==> src/rtl/run_ctrl.sv <==
// Run-control scheduler: debounces the step/continue/check buttons and sequences
// the CPU clock enable for free run with breakpoint, single step and debug-address scan.
module run_ctrl #(
    parameter int unsigned DB_CNT = 3,
    parameter int unsigned DB_W   = 20
) (
    input  logic        clk,
    input  logic        rst,
    input  logic        step,
    input  logic        cont,
    input  logic        chk,
    input  logic        bp_en,
    input  logic [31:0] bp_addr,
    input  logic [31:0] pc,
    input  logic [7:0]  scan_lo,
    input  logic [7:0]  scan_hi,
    output logic        cpu_ce,
    output logic        pause,
    output logic [7:0]  scan_addr,
    output logic        scan_valid
);

    localparam int unsigned NB = 3;
    localparam int unsigned AW = 8;

    typedef enum logic [1:0] {
        S_PAUSE = 2'd0,
        S_RUN   = 2'd1,
        S_STEP  = 2'd2,
        S_SCAN  = 2'd3
    } state_t;

    logic [NB-1:0]   raw;
    logic [NB-1:0]   sync1;
    logic [NB-1:0]   sync2;
    logic [NB-1:0]   level;
    logic [NB-1:0]   pulse;
    logic [DB_W-1:0] cnt [NB];

    logic step_p;
    logic cont_p;
    logic chk_p;

    state_t        state_q;
    state_t        state_d;
    logic [AW-1:0] scan_addr_q;
    logic [AW-1:0] scan_addr_d;
    logic          skip_q;
    logic          skip_d;
    logic          pause_q;
    logic          scan_valid_q;
    logic          ce_c;
    logic          bp_hit_c;

    assign raw    = {chk, cont, step};
    assign step_p = pulse[0];
    assign cont_p = pulse[1];
    assign chk_p  = pulse[2];

    // Synchronize and debounce each button; pulse marks the debounced rising level.
    always_ff @(posedge clk) begin
        if (rst) begin
            sync1 <= '0;
            sync2 <= '0;
            level <= '0;
            pulse <= '0;
            for (int unsigned i = 0; i < NB; i++) begin
                cnt[i] <= '0;
            end
        end else begin
            sync1 <= raw;
            sync2 <= sync1;
            for (int unsigned i = 0; i < NB; i++) begin
                pulse[i] <= 1'b0;
                if (sync2[i] != level[i]) begin
                    if (cnt[i] == DB_W'(DB_CNT - 1)) begin
                        level[i] <= sync2[i];
                        cnt[i]   <= '0;
                        pulse[i] <= sync2[i];
                    end else begin
                        cnt[i] <= cnt[i] + DB_W'(1);
                    end
                end else begin
                    cnt[i] <= '0;
                end
            end
        end
    end

    assign bp_hit_c = bp_en && (pc == bp_addr);

    // State, scan pointer and status registers.
    always_ff @(posedge clk) begin
        if (rst) begin
            state_q      <= S_PAUSE;
            scan_addr_q  <= '0;
            skip_q       <= 1'b0;
            pause_q      <= 1'b1;
            scan_valid_q <= 1'b0;
        end else begin
            state_q      <= state_d;
            scan_addr_q  <= scan_addr_d;
            skip_q       <= skip_d;
            pause_q      <= (state_d != S_RUN);
            scan_valid_q <= (state_d == S_SCAN);
        end
    end

    // Next-state and clock-enable decode.
    always_comb begin
        state_d     = state_q;
        scan_addr_d = scan_addr_q;
        skip_d      = skip_q;
        ce_c        = 1'b0;
        case (state_q)
            S_PAUSE: begin
                if (cont_p) begin
                    state_d = S_RUN;
                    skip_d  = 1'b1;
                end else if (step_p) begin
                    state_d = S_STEP;
                end else if (chk_p) begin
                    state_d     = S_SCAN;
                    scan_addr_d = scan_lo;
                end
            end
            S_RUN: begin
                // skip lets a resume step over the breakpoint it stopped on.
                skip_d = 1'b0;
                ce_c   = !(bp_hit_c && !skip_q);
                if ((bp_hit_c && !skip_q) || cont_p) begin
                    state_d = S_PAUSE;
                end
            end
            S_STEP: begin
                ce_c    = 1'b1;
                state_d = S_PAUSE;
            end
            S_SCAN: begin
                if (chk_p || (scan_addr_q == scan_hi) || (scan_addr_q == 8'hFF)) begin
                    state_d = S_PAUSE;
                end else begin
                    scan_addr_d = scan_addr_q + AW'(1);
                end
            end
            default: begin
                state_d = S_PAUSE;
            end
        endcase
    end

    // Reset suppresses the enable in the cycle it is asserted.
    assign cpu_ce     = ce_c && !rst;
    assign pause      = pause_q;
    assign scan_addr  = scan_addr_q;
    assign scan_valid = scan_valid_q;

endmodule

==> config.mk <==
export PLATFORM = sky130hd
export DESIGN_NAME = run_ctrl
export DESIGN_NICKNAME = d
export VERILOG_FILES = /design/src/rtl/run_ctrl.sv
export SDC_FILE = /design/constraint.sdc
export NUM_CORES = 1
export LEC_CHECK = 0
export CORE_ASPECT_RATIO = 0.5
export CORE_MARGIN = 1.5
export CORE_UTILIZATION = 48
export CTS_CLUSTER_DIAMETER = 120
export DETAILED_ROUTE_END_ITERATION = 8
export PLACE_DENSITY = 0.79
export SKIP_LAST_GASP = 1
export SLEW_MARGIN = 5
export SYNTH_ARGS = -nofsm -noshare
export SYNTH_HDL_FRONTEND = slang
export SYNTH_SLANG_ARGS = --single-unit
==> constraint.sdc <==
create_clock -name clk -period 2 [get_ports clk]
set_input_delay 0.2 -clock clk [delete_from_list [all_inputs] [get_ports clk]]
set_output_delay 0.2 -clock clk [all_outputs]
set_load 0.01 [all_outputs]
==> results.tsv, run 1 <==
metric	value	unit
CTS HTree Levels	3	
highest clock rate	475	MHz
CP delay by family, top	simple AND/OR/NAND/NOR gates	
Mapped Area	5080	um^2
CTS tree	built	
clock sink count	85	
vias in the first global route	4385	
via count	4704	
Max Root-Sink Buffers	2	
static leakage	3.17	nW
post-DP HPWL	9060	um
initial DRC count	245	
Syn Area/Cell	9.92	um^2
async set or reset register ratio after synthesis	0	%
Critical Path AT	2.19	ns
period utilization	105	%
pwr dens	560	nW/um^2
largest net degree at the start of global routing	23	
critical path, cell by cell	inv_1 -> ha_2 -> nor4b_4 -> nand4_1 -> or4_4 -> nand3_4 -> clkbuf_16 -> nor2_4	
Hold WS	0.434	ns
worst vdd ir	0.447	mV
min-delay worst type	input pin to flop	
die span in y	75.8	um
Worst Path Buf+Inv	2	
routed wire length	13400	um
final setup violation count	20	
# IOs	97	
Initial Utilization	49.6	%
CP Max Fanout	5	
clock root cell	clkbuf_16	
wire length per cell	14.6	um
post-route cell area	7810	um^2
WS Path Type	flop to flop	
Worst setup SP type	flop	
Layout area overhead	53.8	%
First-pass DRT Iterations	4	
hold buffer count at cts	0	
Design Power	0.00437	W
Worst-Skew Late Latency	0.34	ns
Remaining DRCs	0	
Final Worst Setup Slack	-0.103	ns
status	finished, violations left	
vias per cell	5.12	
post-route ant nets	0	
min Tclk post-route	2.10	ns
total CTS buffers	9	
share of cells above drive strength 1	22.8	%
Net count, final	871	
CP peak stage delay	0.47	ns
Sum Neg Setup Slack	-1.42	ns
CTS clk-pin slew, worst paths	0.07	ns
filler cell count	674	
critical path's slowest cell	or4_4	
RSZ-0062 raised after global routing	yes	
CP Capture Type	flop	
Yosys warning total	0	
row cnt	26	
number of flops mapped to enable cells by yosys	60	
Synth Flop Type	edfxtp_1	
grt ovf	0	
dpl cell area	7060	um^2
Placer Congestion	0.840	
Ant. Diodes	0	
die area	11200	um^2
sequential share of the synthesized area	45.3	%
initial antenna violation count	0	
synthesized flop and latch total	85	
Final Hold Viols	0	
Worst Skew	0.00939	ns
die width	149	um
core area	10200	um^2
Final Max Slew Viols	0	
Port Buffers	96	
All-Layer GR Usage	22.8	%
Distinct cells, synth	50	
Max Cap Viol	0	
Critical Path RT	2.09	ns
Gate Count Post-Synth	512	
failing checks	setup timing	
global-route wire length before repair	20100	um
## report_power, final
part           switching, W  internal [W]  total [W]
logic              0.000258      0.000341   0.000599
registers         0.0000469       0.00194    0.00199
clock network      0.000684       0.00110    0.00179
total              0.000989       0.00338    0.00437
## flip-flops by register name, summed over array words and instances, names as in the netlist
name,cells
level,3
sync1,3
sync2,3
pause,1
scan_addr,8
state_q,2
cnt,60
pulse,3
scan_valid,1
skip_q,1
## routing by layer
metal	up-vias	global-route usage, %	part of all wire (%)
met2	130	42.3	51
li1	2323	-	-
met5	-	0	0
met3	18	4.85	5.2
met1	2233	27.7	42
met4	0	6.38	1.6
## cells by family after synthesis
family / after synthesis / share of synthesized area, %
flip-flops: 85 / 45.3
AND/OR/NAND/NOR: 243 / 25.1
multiplexers: 4 / 0.788
buffers and inverters: 27 / 2.63
AO/OA/AOI/OAI: 44 / 6.70
other: 1 / 0.0738
XOR/XNOR: 97 / 16.7
adder cells (fa/ha/maj): 11 / 2.71
## synth_stat cells, types with 2 or more instances
cell type   n  area, um^2
nor2_1     84         315
xor2_1     76         666
edfxtp_1   60        1800
nand2_1    28         105
dfxtp_1    25         500
nand3_1    25         125
nor4_1     25         156
nand4_1    21         131
xnor2_1    21         184
inv_1      14        52.6
nor3_1     12        60.1
ha_1       11         138
and3_1      8        50.1
nor2b_1     8        50.1
a21oi_1     7        35.0
a32o_1      7        70.1
o21ai_0     7        35.0
and4_1      6        52.6
a211oi_1    4        30.0
and2_1      4        25.0
buf_4       4        30.0
clkbuf_1    4        15.0
mux2i_1     4        40.0
nor4_2      4        50.1
nor4b_1     4        35.0
or4_1       4        30.0
nand2b_1    3        18.8
o31ai_1     3        22.5
a2bb2oi_1   2        17.5
a31oi_1     2        12.5
buf_2       2        10.0
buf_6       2        22.5
o211ai_1    2        15.0
o22ai_1     2        12.5
or3_1       2        12.5
## layout make-up
type	instances	area, um^2	area share (%)
clock inverter	3	18.8	0.240
inverter	14	52.6	0.673
multi-input combinational	459	3140	40.2
clock buffer	13	314	4.02
sequential	85	2300	29.5
tap	140	175	2.24
timing repair buffer	205	1810	23.2
## worst reg2reg max path: cells and delay by family (launching register included)
family	cells	cell delay [ns]
fa+ha+maj	1	0.17
buf+inv	2	0.30
flops	1	0.43
simple gates	5	0.95
## through the flow
step	utilization, %	setup slack [ns]	std cells
finish	76.3	-0.103	919
global route	76.3	-0.164	919
CTS	73.2	-0.0360	912
detailed placement	68.9	-0.571	883
global placement	68.9	-0.546	883
floorplan	-	0.0682	571
## path summary, 6_finish.rpt
check | slack (ns) | cells past startpoint | end | startpoint
setup / recovery | -0.10 | 8 | cnt[1][7] | cnt[1][0]
setup reg to reg | -0.10 | 8 | cnt[1][7] | cnt[1][0]
hold / removal | 0.43 | 2 | sync1[0] | step
hold reg to reg | 0.44 | 1 | sync2[2] | sync1[2]
## cell usage in the layout, fill, tap and decap left out, types with 5 or more instances in the layout
cell type	synthesis	final
inv_1	14	14
nor2_1	84	71
nand2_1	28	28
o21ai_0	7	7
xor2_2	0	7
xor2_1	76	69
nor4_1	25	13
edfxtp_1	60	60
nor2_2	0	5
nor3_1	12	12
dlymetal6s2s_1	0	6
nor2b_1	8	8
nand4_1	21	21
nand3_1	25	23
a32o_1	7	7
nor4_2	4	14
and3_1	8	8
and4_1	6	5
dlygate4sd2_1	0	47
conb_1	1	60
buf_4	4	103
nor2_4	0	8
ha_1	11	10
a21oi_1	7	7
clkdlybuf4s50_1	0	40
clkbuf_16	0	14
xnor2_1	21	21
dfxtp_1	25	25
## timing repair
action                     CTS  global route
setup endpoints to repair   61            65
cloned                       0             3
gates resized for setup     65            49
pin swaps                   34            27
buffers inserted            13             4
No activity file was read; power rests on OpenSTA's default activity.
==> inputs of run 2 (changes only) <==
--- a/config.mk
+++ b/config.mk
@@ -5,6 +5,7 @@
 export SDC_FILE = /design/constraint.sdc
 export NUM_CORES = 1
 export LEC_CHECK = 0
+export ABC_CLOCK_PERIOD_IN_PS = 2000
 export CORE_ASPECT_RATIO = 0.5
 export CORE_MARGIN = 1.5
 export CORE_UTILIZATION = 48
==> results of run 2 <==
Final layout, timing and power as in run 1 (identical DEF).
==> inputs of run 3 (changes only) <==
--- a/config.mk
+++ b/config.mk
@@ -11,7 +11,7 @@
 export CORE_UTILIZATION = 48
 export CTS_CLUSTER_DIAMETER = 120
 export DETAILED_ROUTE_END_ITERATION = 8
-export PLACE_DENSITY = 0.79
+export PLACE_DENSITY = 0.78
 export SKIP_LAST_GASP = 1
 export SLEW_MARGIN = 5
 export SYNTH_ARGS = -nofsm -noshare
==> run 3 against run 2 <==
Effect of this change:
- the run still ends with setup timing left
- die area unchanged
- utilization up 1.5 points
- maximum frequency grew 1.6%
- sequential power hardly changed
- combinational power up 3%
- critical path type unchanged
==> results.tsv, run 3 (synthesis results as in run 1) <==
metric	value	unit
initial DRC count	364	
number of cells in the finished layout apart from fillers	919	
share of cells above drive strength 1	25.3	%
static leakage	3.16	nW
Final Max Slew Viols	0	
r2r setup slk	-0.07	ns
Critical Path AT	2.16	ns
Max Cap Viol	0	
Remaining DRCs	0	
# IOs	97	
WS Path Type	flop to flop	
RSZ-0062 raised after global routing	yes	
CP peak stage delay	0.55	ns
filler cell count	651	
post-DP HPWL	9210	um
routed wire length	14300	um
Ant. Diodes	0	
initial antenna violation count	0	
critical path's slowest cell	or4b_4	
Final Hold Viols	0	
post-route ant nets	0	
wire length per cell	15.6	um
period utilization	103	%
Critical Path RT	2.09	ns
CTS clk-pin slew, worst paths	0.06	ns
commonest cells after routing, fill and taps aside	98 x buf_4, 71 x xor2_1, 60 x edfxtp_1, 60 x conb_1	
CP Capture Type	flop	
status	finished, violations left	
Placer Congestion	0.867	
worst vdd ir	0.428	mV
DP Cell Count	878	
critical path, cell by cell	nor4_2 -> nand4_1 -> or4b_4 -> nand3_4 -> clkbuf_16 -> nor2_4	
Worst Skew	0.00665	ns
CTS tree	built	
Layout area overhead	56.7	%
Worst-Skew Late Latency	0.35	ns
Port Buffers	96	
commonest non-fill, non-tap cell in the layout	buf_4	
total CTS buffers	9	
clock root cell	clkbuf_16	
clock sink count	85	
CP delay by family, top	simple AND/OR/NAND/NOR gates	
via count	4775	
highest clock rate	483	MHz
Largest register FFs	60	
Hold WS	0.421	ns
vias per cell	5.20	
row cnt	26	
final setup violation count	41	
min-delay worst type	input pin to flop	
pwr dens	531	nW/um^2
die span in y	75.8	um
CTS HTree Levels	3	
grt ovf	0	
hold buffer count at cts	0	
failing checks	setup timing	
Worst setup SP type	flop	
Top reg by flops	cnt	
core area	10200	um^2
All-Layer GR Usage	22.8	%
Final Worst Setup Slack	-0.0695	ns
Initial Utilization	49.6	%
die area	11200	um^2
min Tclk post-route	2.07	ns
die width	149	um
Max Root-Sink Buffers	2	
largest net degree at the start of global routing	23	
global-route wire length before repair	20200	um
vias in the first global route	4464	
Net count, final	871	
CP Max Fanout	5	
First-pass DRT Iterations	5	
Worst Path Buf+Inv	1	
-- run 3: power by group --
group	internal, W	switching, W
sequential	0.00194	0.0000494
clock	0.000946	0.000677
combinational	0.000345	0.000271
-- run 3: worst paths after layout --
check,start,to,depth (start not counted)
setup / recovery,cnt[2][8],cnt[2][14],6
hold / removal,step,sync1[0],2
setup reg to reg,cnt[2][8],cnt[2][14],6
hold reg to reg,sync1[0],sync2[0],1
-- run 3: final cells by class --
class	count	area, um^2	share of cell area (%)
multi-input combinational	459	3290	41.3
sequential	85	2300	28.9
timing repair buffer	205	1870	23.4
clock buffer	9	225	2.83
tap	140	175	2.20
clock inverter	7	56.3	0.707
inverter	14	52.6	0.660
-- run 3: stage by stage --
step | util, % | cell area [um^2] | TNS, ns | setup slack, ns | power (W)
5_1_grt | 77.7 | 7960 | -4.64 | -0.117 | 0.00438
3_3_place_gp | 68.6 | 7030 | -3.07 | -0.523 | 0.00254
4_1_cts | 72.6 | 7440 | -0.0197 | -0.0197 | 0.00416
6_report | 77.7 | 7960 | -1.45 | -0.0695 | 0.00423
3_5_place_dp | 68.6 | 7030 | -4.53 | -0.540 | 0.00255
2_1_floorplan | - | 5300 | 0 | 0.0682 | 0.00221
-- run 3: layer usage --
layer  part of all wire [%]  up-vias  track usage [%]  routed length [um]
met5                      0        -                0                   0
met4                    1.7        0             5.50                 249
met3                    5.0       26             5.75                 720
met2                     52      147             43.1                7480
met1                     41     2274             26.6                5870
li1                       -     2328                -                   -
-- run 3: worst register-to-register path: stages, from the launching register on --
cell       delay, ns
edfxtp_1        0.41
nor4_2          0.34
nand4_1         0.16
or4b_4          0.55
nand3_4         0.14
clkbuf_16       0.19
nor2_4          0.04
-- run 3: repair_timing --
item | CTS | global route
setup endpoints to repair | 62 | 65
gates resized for setup | 64 | 86
hold endpoints to repair | 0 | 0
cloned | 0 | 8
buffers inserted | 13 | 4
pin swaps | 33 | 47
